[config.mk]
export PLATFORM = sky130hd
export DESIGN_NAME = dip_debounce
export DESIGN_NICKNAME = d
export VERILOG_FILES = /design/src/rtl/dip_pkg.sv /design/src/rtl/dip_debounce_group.sv /design/src/rtl/dip_debounce.sv
export SDC_FILE = /design/constraint.sdc
export NUM_CORES = 1
export LEC_CHECK = 0
export CAP_MARGIN = 20
export CORE_ASPECT_RATIO = 1.2
export CORE_MARGIN = 2
export CORE_UTILIZATION = 59
export CTS_CLUSTER_DIAMETER = 200
export DETAILED_ROUTE_END_ITERATION = 8
export HOLD_SLACK_MARGIN = 0.08
export PLACE_DENSITY = 0.89
export SYNTH_ARGS = -nofsm -noshare
export SYNTH_HDL_FRONTEND = slang
export SYNTH_HIERARCHICAL = 1
export SYNTH_SLANG_ARGS = --single-unit
[constraint.sdc]
create_clock -name clk -period 2.8 [get_ports clk]
set_input_delay 0.56 -clock clk [delete_from_list [all_inputs] [get_ports clk]]
set_output_delay 0.56 -clock clk [all_outputs]
set_load 0.05 [all_outputs]
[src/rtl/dip_pkg.sv]
// dip_pkg: shared state encoding, default group width and switch-off reset level for the DIP debouncer
package dip_pkg;
  localparam logic DEB_IDLE = 1'b0;
  localparam logic DEB_COUNT = 1'b1;
  localparam int DIP_GROUP_W = 8;
  localparam logic DIP_OFF_BIT = 1'b1;
  typedef enum logic {
    S_IDLE = DEB_IDLE,
    S_COUNT = DEB_COUNT
  } deb_state_t;
endpackage

[src/rtl/dip_debounce_group.sv]
// dip_debounce_group: two-flop synchronizer plus whole-word debounce filter for one switch group
module dip_debounce_group
  import dip_pkg::*;
#(
  parameter int GROUP_W = DIP_GROUP_W,
  parameter int DEBOUNCE_CYCLES = 20000,
  parameter int CNT_W = 16
) (
  input  logic               clk,
  input  logic               reset,
  input  logic [GROUP_W-1:0] raw,
  output logic [GROUP_W-1:0] stable,
  output logic               change,
  output logic               commit
);
  localparam logic [GROUP_W-1:0] OFF = {GROUP_W{DIP_OFF_BIT}};
  localparam logic [CNT_W-1:0] LAST = CNT_W'(DEBOUNCE_CYCLES - 1);
  logic [GROUP_W-1:0] sync1, sync2, cand, cand_nxt, stable_nxt;
  logic [CNT_W-1:0] cnt, cnt_nxt;
  deb_state_t state, state_nxt;
  // Filter decision: a new word must be seen unchanged for DEBOUNCE_CYCLES samples before it is accepted
  always_comb begin
    state_nxt = state;
    cand_nxt = cand;
    cnt_nxt = cnt;
    stable_nxt = stable;
    commit = 1'b0;
    if (state == S_IDLE) begin
      if (sync2 != stable) begin
        cand_nxt = sync2;
        cnt_nxt = CNT_W'(1);
        state_nxt = S_COUNT;
      end
    end else if (sync2 == cand) begin
      if (cnt == LAST) begin
        stable_nxt = cand;
        cnt_nxt = '0;
        commit = 1'b1;
        state_nxt = S_IDLE;
      end else begin
        cnt_nxt = cnt + 1'b1;
      end
    end else if (sync2 == stable) begin
      cnt_nxt = '0;
      state_nxt = S_IDLE;
    end else begin
      cand_nxt = sync2;
      cnt_nxt = CNT_W'(1);
    end
  end
  // Synchronizer, filter state and registered one-cycle change pulse
  always_ff @(posedge clk) begin
    if (reset) begin
      sync1 <= OFF;
      sync2 <= OFF;
      cand <= OFF;
      stable <= OFF;
      cnt <= '0;
      state <= S_IDLE;
      change <= 1'b0;
    end else begin
      sync1 <= raw;
      sync2 <= sync1;
      cand <= cand_nxt;
      stable <= stable_nxt;
      cnt <= cnt_nxt;
      state <= state_nxt;
      change <= commit;
    end
  end
endmodule

[src/rtl/dip_debounce.sv]
// dip_debounce: per-group DIP switch debouncer with change mask; DIP_IRQ_EN adds a sticky change interrupt
module dip_debounce
  import dip_pkg::*;
#(
  parameter int NUM_GROUPS = 8,
  parameter int GROUP_W = DIP_GROUP_W,
  parameter int DEBOUNCE_CYCLES = 20000,
  parameter int CNT_W = 16
) (
  input  logic                          clk,
  input  logic                          reset,
  input  logic [NUM_GROUPS*GROUP_W-1:0] dip_raw,
  output logic [NUM_GROUPS*GROUP_W-1:0] dip_stable,
  output logic [NUM_GROUPS-1:0]         change_mask,
  output logic                          change_any,
  output logic                          irq,
  input  logic                          irq_ack
);
  logic [NUM_GROUPS-1:0] commit;
  for (genvar g = 0; g < NUM_GROUPS; g++) begin : g_grp
    dip_debounce_group #(
      .GROUP_W(GROUP_W),
      .DEBOUNCE_CYCLES(DEBOUNCE_CYCLES),
      .CNT_W(CNT_W)
    ) u_grp (
      .clk(clk),
      .reset(reset),
      .raw(dip_raw[g*GROUP_W +: GROUP_W]),
      .stable(dip_stable[g*GROUP_W +: GROUP_W]),
      .change(change_mask[g]),
      .commit(commit[g])
    );
  end
  // Registered from the same commit terms as change_mask so both rise in the same cycle
  always_ff @(posedge clk) begin
    change_any <= reset ? 1'b0 : |commit;
  end
`ifdef DIP_IRQ_EN
  // Sticky interrupt: a new change wins over a coincident acknowledge
  always_ff @(posedge clk) begin
    irq <= reset ? 1'b0 : change_any | (irq & ~irq_ack);
  end
`else
  logic unused_irq_ack;
  assign unused_irq_ack = irq_ack;
  assign irq = 1'b0;
`endif
endmodule

==> key figures <==
Timing
  • Maximum clock frequency: 0.4200 GHz
  • RSZ-0062 raised after global routing: false
  • Fin crit period: 2.381 ns
  • Hold Vio Cnt, Final: 0
  • Crit share post-route: 0.8503
  • Worst-Margin Slew: 0.7024 ns
  • Final TNS setup: 0 ns
  • Setup violators final: 0
  • Slew Limit Fails: 0
  • Fin Clk Skew: 0.01896 ns
  • Rel. slew slack: 0.5317

Status
  • Outcome: finished clean

Global route
  • GRT overflow: 0
  • Initial antenna violation count: 2
  • Global-route wire length before repair: 64800 um
  • Global Route Usage Sum: 0.2402
  • Largest net degree at the start of global routing: 77
  • Vias in the first global route: 14.18k

CTS
  • Cts repair resizes: 0
  • Root Buffer: clkbuf_16
  • Postcts setup bufs: 0
  • # clock sinks: 401
  • Clock Latency Late Sink: 0.53 ns
  • Clock Pin Slew Worst Setup and Hold Paths: 0.06 ns
  • Cts bufs inserted: 40
  • Max clock buf depth: 3
  • CTS H-tree depth: 2
  • CTS tree: done
  • Hold buffer count at CTS: 0

Synthesis
  • Post-synth EDFFs: 0
  • Area leader, netlist: dfxtp_1
  • Yosys reg bits: 401
  • Synth top area share: 0.4444
  • Synthesized area: 18060 sq um
  • Mapped Avg Cell Area: 9.422 sq um
  • YS warnings: 6
  • Synth cell types: 57
  • Synth Net Count: 1992
  • Syn Inst Count: 1917
  • Primary FF master, synth: dfxtp_1
  • Area contributors post-synth: dfxtp_1, mux2i_1, xnor2_1
  • Async SR Flop Fraction: 0
  • Post-synthesis sequential area ratio: 0.4444

Critical path
  • CP max stage delay: 0.90 ns
  • Critical-path top delay cell: clkdlybuf4s50_1
  • Critical Path RT: 2.24 ns
  • Critical-path maximum fanout: 3
  • Worst Setup End Kind: output pin
  • Setup CP Type: flop to output pin
  • Worst Path Buf+Inv: 1
  • Setup crit start kind: flop
  • Top delay family on crit path: buffers and inverters
  • CP cell instances: clkdlybuf4s50_1
  • Worst EP arrival: 1.82 ns

Cells and area
  • Share of post-route cells with drive strength above 1: 0.1595
  • Commonest non-fill, non-tap cell in the layout: dfxtp_1
  • Multi-input logic area: 9448 sq um
  • Post-layout util: 0.6926
  • Diode count: 0
  • Fill count: 2183
  • Sequential Area: 8028 sq um
  • Area delta synth->final: 16.20%
  • Commonest cells after routing, fill and taps aside: dfxtp_1, nor2_1, nand2_1
  • Cell Count, Final, Fillers Out: 2471
  • Fin nets: 2124

Job
  • Max-Cap Viols: 0

Drt
  • Total wire length: 38930 um
  • Pre-antenna DRT Iters: 5
  • DRC viols: 0
  • Vias per Instance: 5.772
  • Routed WL per cell: 15.75 um
  • DRT iter0 DRCs: 879
  • Vias: 14.26k
  • DRT antenna net count: 0

Placed design
  • Inst Count DP: 2403
  • Detailed placer's ending HPWL: 26250 um
  • GP Congestion: 0.8835
  • I/O Buffers: 138

Floorplan
  • Cell Rows: 70
  • Die height: 195.7 um
  • I/O pins: 141
  • Initial Util: 0.5960
  • Die area: 32040 sq um
  • Total core area: 30300 sq um
  • Die width: 163.7 um

Pwr
  • Total power: 0.01253 W
  • Pwr Density: 597.0 nW/um^2
  • Maximum VDD drop: 0.5588 mV
  • Leak: 8.300 nW

Worst hold path
  • Hold Path Class: flop to flop
==> registers in the layout (all words and copies together), names as in the netlist <==
signal / cells
g_grp.u_grp/change: 8
g_grp.u_grp/cnt: 128
g_grp.u_grp/cand: 64
g_grp.u_grp/sync2: 64
g_grp.u_grp/stable: 64
g_grp.u_grp/state: 8
change_any: 1
g_grp.u_grp/sync1: 64
==> final cells by class <==
cell class	count	area share
Sequential cell	401	0.3825
Clock buffer	56	0.05639
Inverter	16	0.002861
Multi-Input combinational cell	1424	0.4501
Tap cell	396	0.02361
Timing Repair Buffer	166	0.07607
Clock inverter	12	0.008465
==> per-stage QoR <==
step	worst slack, ns	hold WS (ns)	area (sq um)
detailed placement	0.5311	0.3923	19630
floorplan	0.8353	0.3895	18060
global route	0.3309	0.4125	20990
CTS	0.3947	0.3982	20990
global placement	0.5578	0.3922	19630
finish	0.4193	0.4064	20990
==> routing by layer <==
metal  share of wire  wire [um]  track usage
met5         0.00069         27            0
met1            0.42      16310       0.2815
met4           0.028       1091      0.09129
met2            0.50      19350       0.4273
met3           0.055       2152      0.05095
==> cells in the mapped netlist (9+ instances only) <==
| cell | instances |
|---|---|
| and3_2 | 21 |
| nand4_1 | 32 |
| or3_1 | 24 |
| clkbuf_1 | 41 |
| o21a_1 | 21 |
| nor3_1 | 94 |
| mux2i_1 | 128 |
| and3_1 | 16 |
| and4_4 | 14 |
| nor2_1 | 244 |
| a21oi_1 | 9 |
| nand4b_1 | 9 |
| or2_2 | 129 |
| xnor2_1 | 119 |
| nand3_1 | 83 |
| dfxtp_1 | 401 |
| xor2_1 | 17 |
| nor4_4 | 15 |
| a31oi_1 | 15 |
| o21ai_0 | 40 |
| a221o_1 | 33 |
| nor4_1 | 27 |
| o211ai_1 | 14 |
| a22o_1 | 15 |
| nor2b_1 | 9 |
| buf_6 | 21 |
| nand2_1 | 158 |
| inv_1 | 16 |
| nor4b_1 | 16 |
==> power breakdown <==
| part | switching, W | total, W | internal [W] |
|---|---|---|---|
| Combinational | 0.000586 | 0.00106 | 0.000469 |
| Sequential | 0.000116 | 0.00598 | 0.00586 |
| Clock | 0.00218 | 0.00550 | 0.00332 |
| Total | 0.00288 | 0.0125 | 0.00965 |
==> final timing paths <==
check | end | depth (start not counted) | slack, ns | start
worst max-delay path | dip_stable[35] | 1 | 0.42 | g_grp[4].u_grp/stable[3]
worst min-delay path | g_grp[1].u_grp/sync2[4] | 1 | 0.41 | g_grp[1].u_grp/sync1[4]
worst max register to register | g_grp[6].u_grp/cnt[15] | 6 | 0.44 | g_grp[6].u_grp/cnt[0]
worst min register to register | g_grp[1].u_grp/sync2[4] | 1 | 0.41 | g_grp[1].u_grp/sync1[4]
==> cell families (layout without fill, tap and decap cells) <==
kind of cell	count (synthesis)	count (layout)	synth area share
flops	401	401	0.4444
simple gates	977	977	0.3074
fa+ha+maj	8	8	0.005542
compound gates	166	166	0.06809
other cells	1	1	0.0002076
buf+inv	92	250	0.03249
mux	136	136	0.07592
xor+xnor	136	136	0.06595
No activity file was read; power rests on OpenSTA's default activity.
